$ cat src/rtl/time_field_decoder_if.sv
// time_field_decoder_if: request/result bundle between a client and the seconds-to-fields decoder.
interface time_field_decoder_if #(
    parameter int T_WIDTH   = 28,
    parameter int DAY_WIDTH = 12
);
    logic [T_WIDTH-1:0]   t_in;
    logic                 start;
    logic                 auto_run;
    logic                 busy;
    logic                 done;
    logic                 valid;
    logic [DAY_WIDTH-1:0] day;
    logic [4:0]           hour;
    logic [5:0]           min;
    logic [5:0]           sec;
    modport master (output t_in, start, auto_run, input busy, done, valid, day, hour, min, sec);
    modport slave (input t_in, start, auto_run, output busy, done, valid, day, hour, min, sec);
endinterface

$ cat src/rtl/time_field_decoder.sv
// time_field_decoder: flat seconds count to day/hour/min/sec via one shared restoring divider.
module time_field_decoder #(
    parameter int T_WIDTH   = 28,
    parameter int DAY_WIDTH = 12
) (
    input logic                 clk,
    input logic                 reset,
    time_field_decoder_if.slave bus
);
    localparam int CW = $clog2(T_WIDTH);
    typedef enum logic [2:0] {IDLE, DIV_DAY, DIV_HOUR, DIV_MIN, COMMIT} state_t;
    state_t               state_q, state_d;
    logic [CW-1:0]        cnt_q, cnt_d;
    logic [16:0]          rem_q, rem_d, rem_n;
    logic [T_WIDTH-1:0]   dvd_q, dvd_d;
    logic [DAY_WIDTH-1:0] day_h_q, day_h_d, day_q, day_d;
    logic [4:0]           hour_h_q, hour_h_d, hour_q, hour_d;
    logic [5:0]           min_h_q, min_h_d, min_q, min_d;
    logic [5:0]           sec_h_q, sec_h_d, sec_q, sec_d;
    logic                 busy_q, busy_d, done_q, done_d, valid_q, valid_d;
    logic [17:0]          divisor, trial;
    logic                 ge, req, dividing, last;
    assign divisor  = state_q == DIV_DAY ? 18'd86400 : state_q == DIV_HOUR ? 18'd3600 : 18'd60;
    assign trial    = {rem_q, dvd_q[T_WIDTH-1]};
    assign ge       = trial >= divisor;
    assign rem_n    = ge ? 17'(trial - divisor) : trial[16:0];
    assign req      = bus.start | (bus.auto_run & valid_q);
    assign dividing = state_q == DIV_DAY || state_q == DIV_HOUR || state_q == DIV_MIN;
    assign last     = cnt_q == '0;
    // Quotient bits shift straight into the holding registers; surplus leading zeros fall off the top.
    always_comb begin
        state_d  = state_q;
        cnt_d    = dividing ? cnt_q - CW'(1) : cnt_q;
        rem_d    = dividing ? rem_n : rem_q;
        dvd_d    = dividing ? dvd_q << 1 : dvd_q;
        day_h_d  = state_q == DIV_DAY ? {day_h_q[DAY_WIDTH-2:0], ge} : day_h_q;
        hour_h_d = state_q == DIV_HOUR ? {hour_h_q[3:0], ge} : hour_h_q;
        min_h_d  = state_q == DIV_MIN ? {min_h_q[4:0], ge} : min_h_q;
        sec_h_d  = sec_h_q;
        day_d    = day_q;
        hour_d   = hour_q;
        min_d    = min_q;
        sec_d    = sec_q;
        busy_d   = busy_q;
        done_d   = 1'b0;
        valid_d  = valid_q;
        case (state_q)
            IDLE: if (req) begin
                state_d = DIV_DAY;
                dvd_d   = bus.t_in;
                rem_d   = '0;
                cnt_d   = CW'(T_WIDTH - 1);
                busy_d  = 1'b1;
            end
            DIV_DAY: if (last) begin
                state_d = DIV_HOUR;
                dvd_d   = T_WIDTH'(rem_n) << (T_WIDTH - 17);
                rem_d   = '0;
                cnt_d   = CW'(16);
            end
            DIV_HOUR: if (last) begin
                state_d = DIV_MIN;
                dvd_d   = T_WIDTH'(rem_n[11:0]) << (T_WIDTH - 12);
                rem_d   = '0;
                cnt_d   = CW'(11);
            end
            DIV_MIN: if (last) begin
                state_d = COMMIT;
                sec_h_d = rem_n[5:0];
                rem_d   = '0;
            end
            default: begin
                state_d = IDLE;
                day_d   = day_h_q;
                hour_d  = hour_h_q;
                min_d   = min_h_q;
                sec_d   = sec_h_q;
                busy_d  = 1'b0;
                done_d  = 1'b1;
                valid_d = 1'b1;
            end
        endcase
    end
    always_ff @(posedge clk or posedge reset) begin
        if (reset) begin
            state_q  <= IDLE;
            cnt_q    <= '0;
            rem_q    <= '0;
            dvd_q    <= '0;
            day_h_q  <= '0;
            hour_h_q <= '0;
            min_h_q  <= '0;
            sec_h_q  <= '0;
            day_q    <= '0;
            hour_q   <= '0;
            min_q    <= '0;
            sec_q    <= '0;
            busy_q   <= 1'b0;
            done_q   <= 1'b0;
            valid_q  <= 1'b0;
        end else begin
            state_q  <= state_d;
            cnt_q    <= cnt_d;
            rem_q    <= rem_d;
            dvd_q    <= dvd_d;
            day_h_q  <= day_h_d;
            hour_h_q <= hour_h_d;
            min_h_q  <= min_h_d;
            sec_h_q  <= sec_h_d;
            day_q    <= day_d;
            hour_q   <= hour_d;
            min_q    <= min_d;
            sec_q    <= sec_d;
            busy_q   <= busy_d;
            done_q   <= done_d;
            valid_q  <= valid_d;
        end
    end
    assign bus.busy  = busy_q;
    assign bus.done  = done_q;
    assign bus.valid = valid_q;
    assign bus.day   = day_q;
    assign bus.hour  = hour_q;
    assign bus.min   = min_q;
    assign bus.sec   = sec_q;
endmodule

$ cat src/flat_wrapper.sv
// flat-port wrapper written by rule: the top's interface ports become plain ports
module time_field_decoder_flat 
#(
    parameter int T_WIDTH   = 28,
    parameter int DAY_WIDTH = 12
)
  (clk, reset, bus_t_in, bus_start, bus_auto_run, bus_busy, bus_done, bus_valid, bus_day, bus_hour, bus_min, bus_sec);
  time_field_decoder_if #(.T_WIDTH(T_WIDTH), .DAY_WIDTH(DAY_WIDTH)) bus_i ();
  input logic clk;
  input logic reset;
  input wire logic [$bits(bus_i.t_in)-1:0] bus_t_in;
  input wire logic [$bits(bus_i.start)-1:0] bus_start;
  input wire logic [$bits(bus_i.auto_run)-1:0] bus_auto_run;
  output wire logic [$bits(bus_i.busy)-1:0] bus_busy;
  output wire logic [$bits(bus_i.done)-1:0] bus_done;
  output wire logic [$bits(bus_i.valid)-1:0] bus_valid;
  output wire logic [$bits(bus_i.day)-1:0] bus_day;
  output wire logic [$bits(bus_i.hour)-1:0] bus_hour;
  output wire logic [$bits(bus_i.min)-1:0] bus_min;
  output wire logic [$bits(bus_i.sec)-1:0] bus_sec;
  assign bus_i.t_in = bus_t_in;
  assign bus_i.start = bus_start;
  assign bus_i.auto_run = bus_auto_run;
  assign bus_busy = bus_i.busy;
  assign bus_done = bus_i.done;
  assign bus_valid = bus_i.valid;
  assign bus_day = bus_i.day;
  assign bus_hour = bus_i.hour;
  assign bus_min = bus_i.min;
  assign bus_sec = bus_i.sec;
  time_field_decoder #(.T_WIDTH(T_WIDTH), .DAY_WIDTH(DAY_WIDTH)) u_core (.clk(clk), .reset(reset), .bus(bus_i));
endmodule
$ cat config.mk
export PLATFORM = sky130hd
export DESIGN_NAME = time_field_decoder_flat
export DESIGN_NICKNAME = d
export VERILOG_FILES = /design/src/rtl/time_field_decoder_if.sv /design/src/rtl/time_field_decoder.sv /design/src/flat_wrapper.sv
export SDC_FILE = /design/constraint.sdc
export NUM_CORES = 1
export LEC_CHECK = 0
export ABC_AREA = 1
export CAP_MARGIN = 20
export CORE_MARGIN = 8
export CORE_UTILIZATION = 44
export CTS_CLUSTER_SIZE = 20
export DETAILED_ROUTE_END_ITERATION = 7
export GPL_TIMING_DRIVEN = 0
export SLEW_MARGIN = 5
export SYNTH_ARGS = -nofsm -noshare
export SYNTH_HDL_FRONTEND = slang
export SYNTH_SLANG_ARGS = --single-unit
$ cat constraint.sdc
create_clock -name clk -period 4.05 [get_ports clk]
set_input_delay 0.81 -clock clk [delete_from_list [all_inputs] [get_ports clk]]
set_output_delay 0.81 -clock clk [all_outputs]
set_load 0.01 [all_outputs]
==> results of run 1 <==
-- flip-flops by register name, indices dropped and copies added (netlist names), 6 cells and up --
register        flops
u_core.rem_q       17
u_core.bus.sec      6
u_core.sec_h_q      6
u_core.min_h_q      6
u_core.dvd_q       28
u_core.day_h_q     12
u_core.bus.min      6
u_core.bus.day     12
-- Yosys cell counts, types with 8 or more instances --
cell / instances / area share
a21oi_1: 14 / 0.011
mux2i_1: 8 / 0.013
nor2_1: 43 / 0.026
nand3_1: 71 / 0.056
nand2_1: 275 / 0.16
ha_1: 13 / 0.026
o21ai_1: 8 / 0.0064
nand4_1: 13 / 0.013
inv_1: 88 / 0.052
o21ai_0: 97 / 0.077
clkbuf_1: 19 / 0.011
dfrtp_1: 114 / 0.45
-- worst paths after layout --
path	slack, ns	depth (start not counted)	end	start
setup / recovery	0.45	16	u_core.dvd_q[23]	u_core.state_q[2]
hold / removal	0.47	2	u_core.bus.min[5]	u_core.bus.min[5]
setup reg to reg	0.45	16	u_core.dvd_q[23]	u_core.state_q[2]
hold reg to reg	0.47	2	u_core.bus.min[5]	u_core.bus.min[5]
max in group asynchronous	2.57	3	u_core.dvd_q[19]	reset
min in group asynchronous	0.79	2	u_core.bus.day[4]	reset
-- timing repair --
item | 4_1_cts | 5_1_grt
hold endpoints to repair | 0 | 0
endpoints found under the setup margin | 0 | 23
setup buffers | 0 | 0
gates resized for setup | 0 | 2
-- logic make-up (layout without fill, tap and decap cells) --
group	count (synthesis)	count (layout)	share of synthesized area
AOI/OAI and AO/OA	145	145	0.127
adders and majority gates	14	14	0.0290
and+or+nand+nor	430	430	0.292
DFF	114	114	0.452
muxes	8	8	0.0127
buffers and inverters	123	218	0.0778
xor gates and xnor gates	7	7	0.00972
-- cell type report --
| type | count | area (um^2) |
|---|---|---|
| Buffer | 32 | 150 |
| Clock buffer | 23 | 488 |
| Clock inverter | 9 | 104 |
| Fill cell | 1302 | 6150 |
| Inverter | 90 | 343 |
| Multi-Input combinational cell | 604 | 2960 |
| Sequential cell | 114 | 2850 |
| Tap cell | 180 | 225 |
| Timing Repair Buffer | 64 | 658 |
-- through the flow --
| step | setup WS, ns | utilization |
|---|---|---|
| 5_1_grt | 0.175 | 0.558 |
| 3_3_place_gp | -1.44 | 0.514 |
| 2_1_floorplan | 0.224 | - |
| 3_5_place_dp | 0.0878 | 0.516 |
| 4_1_cts | 0.0632 | 0.559 |
| 6_report | 0.454 | 0.558 |
-- layer usage --
layer	track usage	vias to the layer above	wire, um
met5	0	-	0
met4	0.0672	0	280
met3	0.0504	25	1220
met2	0.326	198	8390
met1	0.262	2751	8210
li1	-	2900	-
-- report_power, final --
part	internal (uW)	leakage (uW)	switching (uW)
combinational	1390	0.00205	2740
sequential	1530	0.00148	230
clock	966	0.000289	519
total	3890	0.00382	3490
-- cells in the final DEF (no fill, tap or decap), drive strengths merged --
master and instances:
nand2 277, dfrtp 114, o21ai 107, inv 90, nand3 73, clkdlybuf4s50 63, nor2 48, clkbuf 42
a21oi 14, buf 14, nand4 13, ha 13, or2 9, mux2i 8, xor2 6, o211ai 6
clkinv 5, nand3b 4, a22oi 4, a22o 4, o21a 3, and2 3, o221ai 3, nor3 3
o21bai 2, bufinv 2, clkinvlp 2, xnor2 1, a31oi 1, o22ai 1, fa 1
-- worst max-delay path, cell delays in order (launching register included) --
cell and delay (ns):
dfrtp_1 0.45, inv_2 0.18, nand3_4 0.18, inv_1 0.38, clkbuf_2 0.31, ha_1 0.35, nand3_1 0.13, nand3_1 0.16
nand2_1 0.10, nand2_1 0.09, nand3_2 0.15, nand2_2 0.17, buf_4 0.23, o21ai_0 0.30, nand2_1 0.10, nand3_1 0.09
nand3_1 0.09
==> results.json, run 1 <==
{
  "outcome": "finished, final reports clean",
  "fin_total_pwr_uw": 7380,
  "area_delta_synth_final_pct": 23.4,
  "synth-edff-count": 0,
  "hold_path.class": "register to register",
  "fmax_ghz": 0.278,
  "relSlewSlack": 0.420,
  "fin_skew_ns": 0.00798,
  "antenna_found_initial": 0,
  "slew_violations": 0,
  "vdd_drop_max_uv": 390,
  "grt_pass1_wl_um": 29200,
  "dp_hpwl_um": 13400,
  "grt_max_degree": 73,
  "num_antenna_cells": 0,
  "clk_transition_reported_paths_ns": 0.05,
  "layout.nets": 969,
  "ys_types": 40,
  "firstDrtPassIters": 7,
  "path_class": "register to register",
  "power_density_mw_per_mm2": 948,
  "portBuffers": 63,
  "rsz0062_at_grt": "false",
  "timing.hold.ws_ns": 0.467,
  "vias": 5874,
  "wl_per_cell_um": 16.2,
  "h-tree-depth": 4,
  "core_mm2": 0.0139,
  "track_usage": 0.203,
  "stdcell_count": 1116,
  "end_kind": "register",
  "dpl.cell_count": 1085,
  "worst_setup_path_start_kind": "register",
  "postRouteAntennaNets": 0,
  "drc": 0,
  "first_iter_violations": 526,
  "cp_max_fo": 13,
  "ctsHoldBuffers": 0,
  "dieArea_mm2": 0.0184,
  "clk_path_buf_depth": 2,
  "crit_arrival_ns": 3.88,
  "clk_latency_ns": 0.42,
  "fin_tns_setup_ns": 0,
  "initial_utilization": 0.452,
  "setup_violations": 0,
  "die_h_um": 136,
  "clkSinkCount": 114,
  "ys_async_sr_fraction": 1.00,
  "placed_area_mm2": 0.00719,
  "avgSynthCellArea_um2": 7.50,
  "worst_pin_slew_ns": 0.869,
  "cts_tree": "yes",
  "finish.instance_area_mm2": 0.00778,
  "crit_required_ns": 4.34,
  "place_congestion": 0.889,
  "ys_ff_latch": 114,
  "grt_pass1_vias": 5799,
  "final-hold-violation-count": 0,
  "synth_nets": 887,
  "io_pins": 64,
  "grt_overflow": 0,
  "layout-drive-gt1-share": 0.0684,
  "rows": 43,
  "synth_area_mm2": 0.00630,
  "synth_ff_type": "dfrtp_1",
  "maxCapViolations": 0,
  "syn_inst": 841,
  "cts_root_buffer": "clkbuf_16",
  "leakage_uw": 0.00382,
  "numCtsBuffers": 17,
  "period_minus_slack_ns": 3.60,
  "routed_wl_um": 18100,
  "ys_warn_count": 0,
  "die_w_um": 136,
  "seq_area_frac_synth": 0.452,
  "period_share": 0.888,
  "routed_via_density": 5.26
}
Note: power is estimated with default switching activity, not from simulation.
==> inputs of run 2 (changes only) <==
--- a/config.mk
+++ b/config.mk
@@ -16,3 +16,4 @@
 export SYNTH_ARGS = -nofsm -noshare
 export SYNTH_HDL_FRONTEND = slang
 export SYNTH_SLANG_ARGS = --single-unit
+export TNS_END_PERCENT = 20
==> results of run 2 <==
Final layout, timing and power as in run 1 (identical DEF).
